[src/rtl/mmcm_phase_shift_ctrl_if.sv]
// mmcm_phase_shift_ctrl_if
// Groups the phase command strobes, the MMCM dynamic phase-shift handshake
// (PSEN/PSINCDEC/PSDONE) and the status outputs of mmcm_phase_shift_ctrl.
// master: the side that commands targets and models the MMCM.
// slave : the controller itself.
`timescale 1ns/1ps

interface mmcm_phase_shift_ctrl_if #(
    parameter int POS_W = 16
);
    // Handshake semantics: target_load_i and step_req_i are single-cycle strobes
    // sampled on every rising clk_i edge with no back-pressure. psen_o is a
    // one-cycle request to the MMCM with psincdec_o valid in that same cycle and
    // held until the request completes; psdone_i is the one-cycle completion.
    // Only one request is ever outstanding, so psen_o is never re-asserted
    // before psdone_i (or a timeout / loss of lock) closes the previous one.
    logic [POS_W-1:0] target_pos_i;
    logic             target_load_i;
    logic             step_req_i;
    logic             step_dir_i;
    logic             psdone_i;
    logic             psen_o;
    logic             psincdec_o;
    logic [POS_W-1:0] cur_pos_o;
    logic             busy_o;
    logic             at_target_o;
    logic             error_o;
    logic [2:0]       state_dbg_o;

    modport master (
        output target_pos_i, target_load_i, step_req_i, step_dir_i, psdone_i,
        input  psen_o, psincdec_o, cur_pos_o, busy_o, at_target_o, error_o, state_dbg_o
    );

    modport slave (
        input  target_pos_i, target_load_i, step_req_i, step_dir_i, psdone_i,
        output psen_o, psincdec_o, cur_pos_o, busy_o, at_target_o, error_o, state_dbg_o
    );
endinterface

[src/rtl/mmcm_phase_shift_ctrl.sv]
// mmcm_phase_shift_ctrl
// Walks the MMCM fine phase position to a commanded target, one PSEN per step,
// taking the shortest way round one output period (STEPS_PER_P positions).
// A missing PSDONE parks the FSM in ERR until a new target is loaded; loss of
// lock returns everything to position 0.
// Optional feature macro: PS_SETTLE_EN adds a SETTLE_CYC-cycle SETTLE state
// after every PSDONE before the next step decision.
`timescale 1ns/1ps

module mmcm_phase_shift_ctrl #(
    parameter int POS_W       = 16,
    parameter int STEPS_PER_P = 4480,
    parameter int DONE_TMO    = 64,
    parameter int SETTLE_CYC  = 16
) (
    input  logic                     clk_i,
    input  logic                     rst_n_i,
    input  logic                     locked_i,
    mmcm_phase_shift_ctrl_if.slave   ps_if
);

    // One extra bit so target-cur never overflows before the modulo fix-up.
    localparam int CW = POS_W + 1;
    localparam logic [CW-1:0]    P_EXT  = CW'(STEPS_PER_P);
    localparam logic [CW-1:0]    HALF   = CW'(STEPS_PER_P / 2);
    localparam logic [POS_W-1:0] P_LAST = POS_W'(STEPS_PER_P - 1);
    localparam int CNT_W = $clog2((DONE_TMO > SETTLE_CYC) ? DONE_TMO : SETTLE_CYC) + 1;
    // WAIT_DONE starts the cycle after PSEN, so the last allowed wait cycle
    // has the counter at DONE_TMO-2 and the error shows DONE_TMO cycles after PSEN.
    localparam logic [CNT_W-1:0] TMO_LAST = CNT_W'(DONE_TMO - 2);
`ifdef PS_SETTLE_EN
    localparam logic [CNT_W-1:0] SETTLE_LAST = CNT_W'(SETTLE_CYC - 1);
`endif

    typedef enum logic [2:0] {
        S_IDLE      = 3'd0,
        S_ISSUE     = 3'd1,
        S_WAIT_DONE = 3'd2,
`ifdef PS_SETTLE_EN
        S_SETTLE    = 3'd3,
`endif
        S_ERR       = 3'd4
    } state_t;

    state_t           r_state;
    logic [POS_W-1:0] r_target;
    logic [POS_W-1:0] r_cur_pos;
    logic [CNT_W-1:0] r_cnt;
    logic             r_psen;
    logic             r_incdec;
    logic             r_busy;
    logic             r_at_target;
    logic             r_error;

    logic [CW-1:0]    w_diff_raw;
    logic [CW-1:0]    w_dist;
    logic             w_go_inc;
    logic             w_load_ok;
    logic [POS_W-1:0] w_tgt_inc;
    logic [POS_W-1:0] w_tgt_dec;
    logic [POS_W-1:0] w_cur_inc;
    logic [POS_W-1:0] w_cur_dec;
    logic [POS_W-1:0] w_cur_step;
    logic [POS_W-1:0] w_target_nxt;

    // Forward distance to the target modulo one period; increment when that is
    // at most half a period, otherwise decrementing is shorter.
    assign w_diff_raw = {1'b0, r_target} - {1'b0, r_cur_pos};
    assign w_dist     = w_diff_raw[CW-1] ? (w_diff_raw + P_EXT) : w_diff_raw;
    assign w_go_inc   = (w_dist <= HALF);

    assign w_load_ok  = ps_if.target_load_i && ({1'b0, ps_if.target_pos_i} < P_EXT);
    assign w_tgt_inc  = (r_target == P_LAST) ? '0 : r_target + POS_W'(1);
    assign w_tgt_dec  = (r_target == '0) ? P_LAST : r_target - POS_W'(1);
    assign w_cur_inc  = (r_cur_pos == P_LAST) ? '0 : r_cur_pos + POS_W'(1);
    assign w_cur_dec  = (r_cur_pos == '0) ? P_LAST : r_cur_pos - POS_W'(1);
    assign w_cur_step = r_incdec ? w_cur_inc : w_cur_dec;

    // Next target: a load (valid or not) always suppresses a same-cycle step;
    // steps are refused while parked in ERR.
    always_comb begin
        w_target_nxt = r_target;
        if (w_load_ok) begin
            w_target_nxt = ps_if.target_pos_i;
        end else if (!ps_if.target_load_i && ps_if.step_req_i && (r_state != S_ERR)) begin
            w_target_nxt = ps_if.step_dir_i ? w_tgt_inc : w_tgt_dec;
        end
    end

    // Step sequencer with registered MMCM and status outputs.
    always_ff @(posedge clk_i or negedge rst_n_i) begin
        if (!rst_n_i) begin
            r_state     <= S_IDLE;
            r_target    <= '0;
            r_cur_pos   <= '0;
            r_cnt       <= '0;
            r_psen      <= 1'b0;
            r_incdec    <= 1'b0;
            r_busy      <= 1'b0;
            r_at_target <= 1'b0;
            r_error     <= 1'b0;
        end else if (!locked_i) begin
            // Phase reverts to zero on relock, so forget position and target.
            r_state     <= S_IDLE;
            r_target    <= '0;
            r_cur_pos   <= '0;
            r_cnt       <= '0;
            r_psen      <= 1'b0;
            r_busy      <= 1'b0;
            r_at_target <= 1'b1;
            r_error     <= 1'b0;
        end else begin
            r_target <= w_target_nxt;
            r_psen   <= 1'b0;
            case (r_state)
                S_IDLE: begin
                    if (r_target != r_cur_pos) begin
                        r_state     <= S_ISSUE;
                        r_psen      <= 1'b1;
                        r_incdec    <= w_go_inc;
                        r_busy      <= 1'b1;
                        r_at_target <= 1'b0;
                    end else begin
                        r_at_target <= (w_target_nxt == r_cur_pos);
                    end
                end
                S_ISSUE: begin
                    r_state <= S_WAIT_DONE;
                    r_cnt   <= '0;
                end
                S_WAIT_DONE: begin
                    if (ps_if.psdone_i) begin
                        r_cur_pos <= w_cur_step;
`ifdef PS_SETTLE_EN
                        r_state   <= S_SETTLE;
                        r_cnt     <= '0;
`else
                        r_state     <= S_IDLE;
                        r_busy      <= 1'b0;
                        r_at_target <= (w_target_nxt == w_cur_step);
`endif
                    end else if (r_cnt == TMO_LAST) begin
                        r_state <= S_ERR;
                        r_error <= 1'b1;
                        r_busy  <= 1'b0;
                    end else begin
                        r_cnt <= r_cnt + CNT_W'(1);
                    end
                end
`ifdef PS_SETTLE_EN
                S_SETTLE: begin
                    if (r_cnt == SETTLE_LAST) begin
                        r_state     <= S_IDLE;
                        r_busy      <= 1'b0;
                        r_at_target <= (w_target_nxt == r_cur_pos);
                    end else begin
                        r_cnt <= r_cnt + CNT_W'(1);
                    end
                end
`endif
                S_ERR: begin
                    if (w_load_ok) begin
                        r_state     <= S_IDLE;
                        r_error     <= 1'b0;
                        r_at_target <= (ps_if.target_pos_i == r_cur_pos);
                    end
                end
                default: begin
                    r_state <= S_IDLE;
                    r_busy  <= 1'b0;
                end
            endcase
        end
    end

    assign ps_if.psen_o      = r_psen;
    assign ps_if.psincdec_o  = r_incdec;
    assign ps_if.cur_pos_o   = r_cur_pos;
    assign ps_if.busy_o      = r_busy;
    assign ps_if.at_target_o = r_at_target;
    assign ps_if.error_o     = r_error;
    assign ps_if.state_dbg_o = r_state;

endmodule

[src/flat_wrapper.sv]
// flat-port wrapper written by rule: the top's interface ports become plain ports
module mmcm_phase_shift_ctrl_flat 
#(
    parameter int POS_W       = 16,
    parameter int STEPS_PER_P = 4480,
    parameter int DONE_TMO    = 64,
    parameter int SETTLE_CYC  = 16
)
  (clk_i, rst_n_i, locked_i, ps_if_target_pos_i, ps_if_target_load_i, ps_if_step_req_i, ps_if_step_dir_i, ps_if_psdone_i, ps_if_psen_o, ps_if_psincdec_o, ps_if_cur_pos_o, ps_if_busy_o, ps_if_at_target_o, ps_if_error_o, ps_if_state_dbg_o);
  mmcm_phase_shift_ctrl_if #(.POS_W(POS_W)) ps_if_i ();
  input  logic clk_i;
  input  logic rst_n_i;
  input  logic locked_i;
  input wire logic [$bits(ps_if_i.target_pos_i)-1:0] ps_if_target_pos_i;
  input wire logic [$bits(ps_if_i.target_load_i)-1:0] ps_if_target_load_i;
  input wire logic [$bits(ps_if_i.step_req_i)-1:0] ps_if_step_req_i;
  input wire logic [$bits(ps_if_i.step_dir_i)-1:0] ps_if_step_dir_i;
  input wire logic [$bits(ps_if_i.psdone_i)-1:0] ps_if_psdone_i;
  output wire logic [$bits(ps_if_i.psen_o)-1:0] ps_if_psen_o;
  output wire logic [$bits(ps_if_i.psincdec_o)-1:0] ps_if_psincdec_o;
  output wire logic [$bits(ps_if_i.cur_pos_o)-1:0] ps_if_cur_pos_o;
  output wire logic [$bits(ps_if_i.busy_o)-1:0] ps_if_busy_o;
  output wire logic [$bits(ps_if_i.at_target_o)-1:0] ps_if_at_target_o;
  output wire logic [$bits(ps_if_i.error_o)-1:0] ps_if_error_o;
  output wire logic [$bits(ps_if_i.state_dbg_o)-1:0] ps_if_state_dbg_o;
  assign ps_if_i.target_pos_i = ps_if_target_pos_i;
  assign ps_if_i.target_load_i = ps_if_target_load_i;
  assign ps_if_i.step_req_i = ps_if_step_req_i;
  assign ps_if_i.step_dir_i = ps_if_step_dir_i;
  assign ps_if_i.psdone_i = ps_if_psdone_i;
  assign ps_if_psen_o = ps_if_i.psen_o;
  assign ps_if_psincdec_o = ps_if_i.psincdec_o;
  assign ps_if_cur_pos_o = ps_if_i.cur_pos_o;
  assign ps_if_busy_o = ps_if_i.busy_o;
  assign ps_if_at_target_o = ps_if_i.at_target_o;
  assign ps_if_error_o = ps_if_i.error_o;
  assign ps_if_state_dbg_o = ps_if_i.state_dbg_o;
  mmcm_phase_shift_ctrl #(.POS_W(POS_W), .STEPS_PER_P(STEPS_PER_P), .DONE_TMO(DONE_TMO), .SETTLE_CYC(SETTLE_CYC)) u_core (.clk_i(clk_i), .rst_n_i(rst_n_i), .locked_i(locked_i), .ps_if(ps_if_i));
endmodule
[config.mk]
export PLATFORM = sky130hd
export DESIGN_NAME = mmcm_phase_shift_ctrl_flat
export DESIGN_NICKNAME = d
export VERILOG_FILES = /design/src/rtl/mmcm_phase_shift_ctrl_if.sv /design/src/rtl/mmcm_phase_shift_ctrl.sv /design/src/flat_wrapper.sv
export SDC_FILE = /design/constraint.sdc
export NUM_CORES = 1
export LEC_CHECK = 0
export ABC_AREA = 1
export BUFFER_PORTS_ARGS = -buffer_cell sky130_fd_sc_hd__buf_2
export CAP_MARGIN = 10
export CORE_MARGIN = 2
export CORE_UTILIZATION = 35
export CTS_BUF_LIST = sky130_fd_sc_hd__clkbuf_16
export DETAILED_ROUTE_END_ITERATION = 6
export GPL_TIMING_DRIVEN = 0
export PLACE_DENSITY = 0.5
export RECOVER_POWER = 50
export SLEW_MARGIN = 20
export SYNTH_ARGS = -nofsm -noshare
export SYNTH_HDL_FRONTEND = slang
export SYNTH_SLANG_ARGS = --single-unit
[constraint.sdc]
create_clock -name clk_i -period 3.6 [get_ports clk_i]
set_input_delay 0.18 -clock clk_i [delete_from_list [all_inputs] [get_ports clk_i]]
set_output_delay 0.18 -clock clk_i [all_outputs]
set_load 0.02 [all_outputs]
==> qor.log, run 1 <==
qor: cts.cts_num_sinks 47
qor: final_layout.drive_above_1_share 15.9%
qor: pwr.pwr_density_cell 523 nW/um^2
qor: grt.vias_in_the_first_global_route 6853
qor: timing.final-hold-violation-count 0
qor: timing.hold-worst-slack 0.151 ns
qor: route.ant_nets 0
qor: timing.portion_of_the_clock_cycle_consumed_by_the_worst_path_in_the_final_layout 90.0%
qor: cts.tritoncts built
qor: cts.max-clock-path-buffers 2
qor: grt.antenna_violations_before_repair 0
qor: floorplan.total_die_area 19800 sq um
qor: setup_path.worstReg2RegStart u_core.ps_if.cur_pos_o[9]$_DFFE_PN0P_
qor: pwr.irDropWorstVdd 0.000220 V
qor: logic_synthesis.synth_fp_nets 1101
qor: timing.setup_tns 0 ns
qor: hold_path.min-delay-start ps_if_psdone_i
qor: setup_path.startpoint_type flip-flop
qor: final_layout.insertedDiodeCount 0
qor: status.run_status finished, violations left
qor: cts.post_cts.repair.setup_buffers 0
qor: pwr.swShare 53.6%
qor: final_layout.final_common_cell sky130_fd_sc_hd__nand2_1
qor: grt.grt_start_max_net_pins 29
qor: cts.h_tree_lvls 2
qor: cts.worstSkewPairLatency 0.29 ns
qor: logic_synthesis.post_synth_inst_count 1053
qor: placement.place_inst 1329
qor: placement.detailedPlacementHpwl 18500 microns
qor: pwr.p_int 1.75 mW
qor: timing.timing.max_slew.rel_slack -3.68%
qor: timing.skew 0.00758 ns
qor: hold_path.hold-path-cell-count 2
qor: setup_path.count_of_cells_along_the_worst_register_to_register_path 15
qor: logic_synthesis.avg_cell_area_syn 6.21 sq um
qor: timing.maxSlewViolCount 29
qor: setup_path.critPathKind flip-flop to flip-flop
qor: floorplan.design.core.area 18100 sq um
qor: timing.worstMarginPinSlew 1.56 ns
qor: final_layout.flow.area_growth_from_synthesis 10.4%
qor: route.met3_length 703 microns
qor: logic_synthesis.synth_top_area_cells sky130_fd_sc_hd__dfrtp_1 (18%), sky130_fd_sc_hd__nand2_1 (16%), sky130_fd_sc_hd__nand3_1 (9.3%), sky130_fd_sc_hd__inv_1 (6.5%), sky130_fd_sc_hd__nor2_1 (6.0%)
qor: hold_path.hold-path-endpoint u_core.ps_if.state_dbg_o[2]$_DFFE_PN0P_
qor: route.route.detailed.drc 0
qor: route.detail_route.wl_per_cell 16.9 microns
qor: timing.unrepaired_setup_endpoints_after_global_routing false
qor: timing.finalSetupViolations 0
qor: timing.max_freq 309 MHz
qor: floorplan.boundaryPins 47
qor: logic_synthesis.synth-seq-cells 47
qor: timing.worst_slack 0.361 ns
qor: floorplan.effective_utilization_at_floorplan 36.0%
qor: status.failed_checks max-capacitance violations, max-slew violations
qor: final_layout.fill_count 2040
qor: pwr.pwr-share-comb 67.9%
qor: logic_synthesis.synth_async_sr_flop_share 100%
qor: route.wl_met2 10500 microns
qor: placement.placement.setup.worst_slack 0.232 ns
qor: setup_path.cp.required 3.82 ns
qor: setup_path.timing.reg2reg.setup_slack 0.36 ns
qor: pwr.switching_power 2.02 mW
qor: setup_path.worstPathMaxFanout 8
qor: pwr.power.share.sequential 17.9%
qor: logic_synthesis.netlist-cell-type-count 57
qor: final_layout.num-nets-final 1156
qor: setup_path.setup.worst_path.end_class flip-flop
qor: grt.grt_first_pass_wirelength 36300 microns
qor: pwr.clock_power_share 14.2%
qor: pwr.p_leak 3.69 nW
qor: final_layout.layout.cells.non_filler 1337
qor: cts.cts-buffers-inserted 5
qor: pwr.totalPowerFinal 3.78 mW
qor: setup_path.critical_path_arrival 3.46 ns
qor: hold_path.worst_hold_path_type input pin to flip-flop
qor: route.number_of_vias_per_cell 5.20
qor: cts.clk_pin_slew_worst_paths 0.07 ns
qor: floorplan.die_h 141 microns
qor: route.route.layer.met1.wl 10400 microns
qor: logic_synthesis.yosysWarnings 0
qor: logic_synthesis.synth_ff_type sky130_fd_sc_hd__dfrtp_1
qor: grt.globalRoute.totalOverflow 0
qor: route.drt_first_pass_iters 4
qor: setup_path.worstReg2RegEnd u_core.ps_if.at_target_o$_DFFE_PN0P_
qor: route.vias 6958
qor: cts.clock_root_cell sky130_fd_sc_hd__clkbuf_16
qor: route.maxUsedRoutingLayer met4
qor: route.first_iter_violations 371
qor: grt.track_usage 23.1%
qor: logic_synthesis.post-synth-top-area-fraction 18.0%
qor: logic_synthesis.ys_seq_area_share 18.0%
qor: timing.timing.final.crit_period 3.24 ns
qor: logic_synthesis.synthDominantAreaCellType sky130_fd_sc_hd__dfrtp_1
qor: floorplan.cell_rows 49
qor: route.wirelength 22500 microns
qor: placement.port_buffers 45
qor: flow_run.total_of_max_cap_violations 1
qor: final_layout.mostFrequentLayoutCells sky130_fd_sc_hd__nand2_1 (274), sky130_fd_sc_hd__nand3_1 (121), sky130_fd_sc_hd__inv_1 (114)
qor: logic_synthesis.number_of_enable_flip_flop_cells_after_synthesis 0
qor: placement.gpl.final_weighted_congestion 0.913
qor: floorplan.die_width 141 microns
qor: logic_synthesis.mappedNetlistArea 6540 sq um
==> synthesized netlist by cell type (10+ instances only) <==
cell / number
sky130_fd_sc_hd__nand3_1: 121
sky130_fd_sc_hd__nor3_1: 28
sky130_fd_sc_hd__nand4_1: 21
sky130_fd_sc_hd__a21oi_1: 34
sky130_fd_sc_hd__ha_1: 25
sky130_fd_sc_hd__dfrtp_1: 47
sky130_fd_sc_hd__xor2_1: 34
sky130_fd_sc_hd__nor2_4: 10
sky130_fd_sc_hd__nand3_2: 10
sky130_fd_sc_hd__inv_2: 13
sky130_fd_sc_hd__o22ai_1: 15
sky130_fd_sc_hd__nor2_1: 105
sky130_fd_sc_hd__inv_1: 114
sky130_fd_sc_hd__o21ai_0: 43
sky130_fd_sc_hd__buf_6: 10
sky130_fd_sc_hd__nand2_2: 23
sky130_fd_sc_hd__nor2_2: 16
sky130_fd_sc_hd__nand2_1: 274
==> worst max-delay path by stage <==
stage,startpoint,endpoint
CTS,u_core.ps_if.cur_pos_o[9]$_DFFE_PN0P_,u_core.ps_if.at_target_o$_DFFE_PN0P_
global route,u_core.ps_if.cur_pos_o[6]$_DFFE_PN0P_,u_core.ps_if.psincdec_o$_DFFE_PN0P_
global placement,u_core.ps_if.cur_pos_o[9]$_DFFE_PN0P_,u_core.ps_if.at_target_o$_DFFE_PN0P_
floorplan,u_core.ps_if.cur_pos_o[6]$_DFFE_PN0P_,u_core.ps_if.psincdec_o$_DFFE_PN0P_
detailed placement,u_core.ps_if.cur_pos_o[9]$_DFFE_PN0P_,u_core.ps_if.at_target_o$_DFFE_PN0P_
finish,u_core.ps_if.cur_pos_o[9]$_DFFE_PN0P_,u_core.ps_if.at_target_o$_DFFE_PN0P_
==> routing by layer <==
| metal | vias to the layer above | track usage (%) |
|---|---|---|
| met3 | 49 | 1.32 |
| met5 | - | 0 |
| li1 | 3560 | - |
| met4 | 0 | 9.63 |
| met2 | 160 | 39.5 |
| met1 | 3189 | 30.6 |
==> area by class of cell <==
cell class	instances	area, sq um	area share, %
multi-input cells	842	4620	63.9
flip-flops and latches	47	1180	16.3
inverters	134	514	7.12
well taps	229	287	3.97
plain buffers	30	236	3.28
repair buffers	48	226	3.14
clock buffers	5	125	1.73
clock inverters	2	37.5	0.520
==> sequential cells by signal, indices dropped and copies added, names as in the netlist <==
signal                    cells
u_core.r_target              16
u_core.ps_if.cur_pos_o       16
u_core.ps_if.psen_o           1
u_core.ps_if.state_dbg_o      3
u_core.r_cnt                  7
u_core.ps_if.error_o          1
u_core.ps_if.psincdec_o       1
u_core.ps_if.busy_o           1
u_core.ps_if.at_target_o      1
==> through the flow <==
stage                     utilization (%)  instance area, sq um
after floorplan                         -                  6540
after global placement               38.8                  7050
after detailed placement             39.1                  7100
after CTS                            40.1                  7270
after global routing                 39.8                  7220
final                                39.8                  7220
==> power groups by stage <==
stage / Clock [mW] / Combinational (mW) / Sequential, mW
after floorplan: 0 / 1.87 / 0.712
after global placement: 0 / 2.56 / 0.685
after detailed placement: 0 / 2.56 / 0.686
after CTS: 0.553 / 2.57 / 0.675
after global routing: 0.568 / 2.89 / 0.684
final: 0.537 / 2.56 / 0.675
==> worst max-delay path, stage by stage (launching register included) <==
cell and delay (ns):
sky130_fd_sc_hd__dfrtp_1 0.35, sky130_fd_sc_hd__buf_2 0.25, sky130_fd_sc_hd__clkinv_1 0.33, sky130_fd_sc_hd__ha_1 0.48, sky130_fd_sc_hd__nand2_1 0.16, sky130_fd_sc_hd__nor3_2 0.39, sky130_fd_sc_hd__nand2_1 0.11, sky130_fd_sc_hd__nor3_1 0.22
sky130_fd_sc_hd__nand2_1 0.10, sky130_fd_sc_hd__nor2_1 0.09, sky130_fd_sc_hd__nand3_1 0.09, sky130_fd_sc_hd__nor2_1 0.17, sky130_fd_sc_hd__nand3_1 0.10, sky130_fd_sc_hd__nor2_1 0.15, sky130_fd_sc_hd__nor2_1 0.05, sky130_fd_sc_hd__a21oi_1 0.11
==> kinds of logic after synthesis <==
group                      after synthesis  share of synthesized area (%)
xor gates and xnor gates                44                           6.12
adders and majority gates               25                           4.78
AOI/OAI and AO/OA                      131                           11.8
DFF                                     47                           18.0
and+or+nand+nor                        642                           47.8
buffers and inverters                  164                           11.5
==> what timing repair did <==
item,CTS,global route
setup endpoints to repair,0,1
gates resized for setup,0,1
hold buffers,1,0
hold endpoints to repair,28,0
No activity file was read; power rests on OpenSTA's default activity.
==> run 2, diff against run 1 <==
- ABC_AREA: 1 -> unset
==> qor.log, run 2 <==
qor: status.run_status finished, final reports clean
qor: logic_synthesis.synth_ff_type sky130_fd_sc_hd__dfrtp_1
qor: pwr.pwr_density_cell 736 nW/um^2 [+41%]
qor: route.wirelength 23700 microns [+5.3%]
qor: setup_path.cp_top_family simple AND/OR/NAND/NOR gates
qor: route.drt_first_pass_iters 5 [+1]
qor: logic_synthesis.synthDominantAreaCellType sky130_fd_sc_hd__dfrtp_1
qor: timing.timing.max_slew.rel_slack 43.2% [+47 points]
qor: setup_path.critical_path_arrival 3.76 ns [+0.30 ns]
qor: cts.cts-buffers-inserted 5 [unchanged]
qor: floorplan.effective_utilization_at_floorplan 35.8% [-0.21 points]
qor: final_layout.mostFrequentLayoutCells sky130_fd_sc_hd__nand2_1 (63), sky130_fd_sc_hd__o21ai_0 (49), sky130_fd_sc_hd__nor2_1 (49)
qor: logic_synthesis.synth-seq-cells 47 [unchanged]
qor: logic_synthesis.synth_most_common_cell sky130_fd_sc_hd__nand2_1
qor: placement.detailedPlacementHpwl 18500 microns [-0.22%]
qor: hold_path.hold-path-cell-count 3 [+1]
qor: cts.h_tree_lvls 2 [unchanged]
qor: timing.setup_tns 0 ns [unchanged]
qor: pwr.clock_power_share 12.5% [-1.7 points]
qor: final_layout.final_common_cell sky130_fd_sc_hd__nand2_1
qor: final_layout.drive_above_1_share 16.4% [+0.56 points]
qor: timing.maxSlewViolCount 0 [-100%]
qor: cts.tritoncts built
qor: timing.worstMarginPinSlew 0.850 ns [-0.705 ns]
qor: grt.antenna_violations_before_repair 0 [unchanged]
qor: timing.final-hold-violation-count 0 [unchanged]
qor: floorplan.die_width 132 microns [-6.4%]
qor: grt.track_usage 26.6% [+3.5 points]
qor: grt.globalRoute.totalOverflow 0 [unchanged]
qor: cts.max-clock-path-buffers 2 [unchanged]
qor: final_layout.num-nets-final 862 [-25%]
qor: route.number_of_vias_per_cell 6.22 [+20%]
qor: setup_path.setup.worst_path.end_class flip-flop
qor: logic_synthesis.yosysWarnings 0 [unchanged]
qor: floorplan.boundaryPins 47 [unchanged]
qor: route.vias 6415 [-7.8%]
qor: placement.placement.setup.worst_slack -0.601 ns [-0.833 ns]
qor: logic_synthesis.avg_cell_area_syn 7.49 sq um [+21%]
qor: route.ant_nets 0 [unchanged]
qor: floorplan.die_h 132 microns [-6.4%]
qor: final_layout.insertedDiodeCount 0 [unchanged]
qor: route.detail_route.wl_per_cell 23.0 microns [+37%]
qor: logic_synthesis.number_of_enable_flip_flop_cells_after_synthesis 0 [unchanged]
qor: placement.gpl.final_weighted_congestion 0.934 [+2.3%]
qor: pwr.switching_power 2.50 mW [+24%]
qor: logic_synthesis.synth_top_area_cells sky130_fd_sc_hd__dfrtp_1 (21%), sky130_fd_sc_hd__xnor2_1 (6.4%), sky130_fd_sc_hd__ha_1 (5.5%), sky130_fd_sc_hd__o21ai_0 (4.6%), sky130_fd_sc_hd__xor2_1 (4.3%)
qor: cts.clock_root_cell sky130_fd_sc_hd__clkbuf_16
qor: pwr.p_leak 2.68 nW [-27%]
qor: pwr.irDropWorstVdd 0.000305 V [+39%]
qor: setup_path.critPathKind flip-flop to flip-flop
qor: pwr.swShare 51.0% [-2.6 points]
qor: setup_path.worst_path_max_delay_cell sky130_fd_sc_hd__or4b_1
qor: cts.clk_pin_slew_worst_paths 0.07 ns [about the same]
qor: logic_synthesis.ys_seq_area_share 20.6% [+2.6 points]
qor: setup_path.path_buf_inv 1 [-1]
qor: setup_path.cp.required 3.84 ns [+0.02 ns]
qor: timing.finalSetupViolations 0 [unchanged]
qor: grt.grt_first_pass_wirelength 36100 microns [-0.57%]
qor: cts.worstSkewPairLatency 0.30 ns [about the same]
qor: cts.cts_num_sinks 47 [unchanged]
qor: route.met3_length 1600 microns [+130%]
qor: floorplan.total_die_area 17400 sq um [-12%]
qor: pwr.p_int 2.40 mW [+37%]
qor: setup_path.worstPathCellList buf_2 > nand4_2 > and4b_2 > nand2b_2 > o221ai_1 > o211a_2 > o2bb2ai_1 > nor4_2 > or4b_1 > o211ai_2 > a211o_1
qor: final_layout.flow.area_growth_from_synthesis 16.7%
qor: logic_synthesis.post-synth-top-area-fraction 20.6% [+2.6 points]
qor: setup_path.worstPathMaxFanout 10 [+2]
qor: setup_path.cp.depth 11 [-4]
qor: timing.portion_of_the_clock_cycle_consumed_by_the_worst_path_in_the_final_layout 97.9% [+7.9 points]
qor: pwr.pwr-share-comb 73.1% [+5.2 points]
qor: logic_synthesis.synth_fp_nets 810 [-26%]
qor: route.route.detailed.drc 0 [unchanged]
qor: timing.max_freq 284 MHz [-8.0%]
qor: floorplan.design.core.area 15900 sq um [-12%]
qor: grt.grt_start_max_net_pins 48 [+66%]
qor: flow_run.total_of_max_cap_violations 0 [-1]
qor: logic_synthesis.synth_async_sr_flop_share 100% [unchanged]
qor: timing.hold-worst-slack 0.260 ns [+0.109 ns]
qor: setup_path.count_of_cells_along_the_worst_register_to_register_path 11 [-4]
qor: pwr.power.share.sequential 14.4% [-3.5 points]
qor: final_layout.post-route-util 41.8% [+2.0 points]
qor: route.wl_met2 10500 microns [-0.16%]
qor: route.first_iter_violations 585 [+58%]
qor: setup_path.startpoint_type flip-flop
qor: logic_synthesis.netlist-cell-type-count 77 [+35%]
qor: floorplan.cell_rows 46 [-6.1%]
qor: route.maxUsedRoutingLayer met4
qor: timing.timing.final.crit_period 3.52 ns [+0.283 ns]
qor: logic_synthesis.mappedNetlistArea 5710 sq um [-13%]
qor: logic_synthesis.yosys-top-cells-count sky130_fd_sc_hd__nand2_1 (63), sky130_fd_sc_hd__o21ai_0 (52), sky130_fd_sc_hd__nor2_1 (51)
qor: timing.skew 0.00851 ns [+0.000926 ns]
qor: grt.vias_in_the_first_global_route 6005 [-12%]
qor: timing.worst_slack 0.0774 ns [-0.283 ns]
qor: route.route.layer.met1.wl 10900 microns [+4.7%]
qor: placement.port_buffers 45 [unchanged]
qor: logic_synthesis.post_synth_inst_count 762 [-28%]
qor: hold_path.worst_hold_path_type input pin to flip-flop
qor: setup_path.cpPeakStageDelay 0.53 ns [+0.05 ns]
qor: placement.placed_cell_area 6210 sq um [-13%]
qor: final_layout.fin_area 6670 sq um [-7.6%]
## run 2: changes by cell type after synthesis, moves of 12 or more
cell,delta
sky130_fd_sc_hd__and2_1,+16
sky130_fd_sc_hd__nor4_1,+15
sky130_fd_sc_hd__nand3_1,-84
sky130_fd_sc_hd__inv_2,-13
sky130_fd_sc_hd__nor2_2,-16
sky130_fd_sc_hd__inv_1,-81
sky130_fd_sc_hd__nand2_1,-211
sky130_fd_sc_hd__xnor2_1,+34
sky130_fd_sc_hd__nand2_2,-23
sky130_fd_sc_hd__nor2_1,-54
sky130_fd_sc_hd__o211ai_1,+13
sky130_fd_sc_hd__and3_1,+21
sky130_fd_sc_hd__a22o_1,+12
sky130_fd_sc_hd__clkbuf_1,+24
## run 2: path summary, 6_finish.rpt
path,startpoint,endpoint,slack (ns)
worst max-delay path,u_core.r_target[3]$_DFF_PN0_,u_core.ps_if.at_target_o$_DFFE_PN0P_,0.08
worst min-delay path,ps_if_target_pos_i[1],u_core.r_target[1]$_DFF_PN0_,0.26
worst max register to register,u_core.r_target[3]$_DFF_PN0_,u_core.ps_if.at_target_o$_DFFE_PN0P_,0.08
worst min register to register,u_core.r_cnt[5]$_DFFE_PN0P_,u_core.r_cnt[5]$_DFFE_PN0P_,0.49
max in group asynchronous,rst_n_i,u_core.r_target[1]$_DFF_PN0_,2.66
min in group asynchronous,rst_n_i,u_core.ps_if.cur_pos_o[6]$_DFFE_PN0P_,0.45
## run 2: power by group through the flow
stage	logic [mW]	clock network [mW]	registers (mW)
after global placement	3.22	0	0.689
after CTS	3.33	0.626	0.684
after global routing	3.86	0.652	0.715
after detailed placement	3.23	0	0.686
after floorplan	2.33	0	0.723
final	3.59	0.615	0.704
## run 2: logic make-up (layout without fill, tap and decap cells)
kind of cell / count (synthesis) / after routing / share of synthesized area (%)
buffers and inverters: 85 / 138 / 6.33
muxes: 9 / 9 / 1.60
DFF: 47 / 47 / 20.6
and+or+nand+nor: 312 / 312 / 29.5
adders and majority gates: 25 / 25 / 5.48
AOI/OAI and AO/OA: 214 / 214 / 25.8
xor gates and xnor gates: 70 / 70 / 10.7
## run 2: final cells by class
| class | count | area [sq um] |
|---|---|---|
| inverters | 35 | 139 |
| clock buffers | 5 | 125 |
| plain buffers | 44 | 240 |
| clock inverters | 3 | 67.6 |
| well taps | 216 | 270 |
| multi-input cells | 630 | 4380 |
| fillers | 1670 | 9280 |
| repair buffers | 51 | 262 |
| flip-flops and latches | 47 | 1180 |
## run 2: per-layer routing
metal | track usage (%) | vias up
li1 | - | 2940
met1 | 38.8 | 3123
met2 | 41.2 | 299
met3 | 3.61 | 53
met4 | 7.25 | 0
met5 | 0 | -
## run 2: worst register-to-register path, stage by stage (launching register included)
cell	delay, ns
sky130_fd_sc_hd__dfrtp_1	0.45
sky130_fd_sc_hd__buf_2	0.29
sky130_fd_sc_hd__nand4_2	0.27
sky130_fd_sc_hd__and4b_2	0.46
sky130_fd_sc_hd__nand2b_2	0.24
sky130_fd_sc_hd__o221ai_1	0.26
sky130_fd_sc_hd__o211a_2	0.25
sky130_fd_sc_hd__o2bb2ai_1	0.14
sky130_fd_sc_hd__nor4_2	0.29
sky130_fd_sc_hd__or4b_1	0.53
sky130_fd_sc_hd__o211ai_2	0.16
sky130_fd_sc_hd__a211o_1	0.13
## run 2: timing repair
action                                  in CTS  in global routing
resized for setup                           34                 41
hold buffers                                 1                  0
setup buffers                                2                  3
endpoints found under the setup margin       2                  2
pin swaps                                    1                  3
hold endpoints to repair                    47                  0
## run 2: through the flow
stage,instances,power [mW]
2_1_floorplan,762,3.05
3_3_place_gp,1023,3.91
3_5_place_dp,1023,3.92
4_1_cts,1033,4.64
5_1_grt,1031,5.23
6_report,1031,4.91
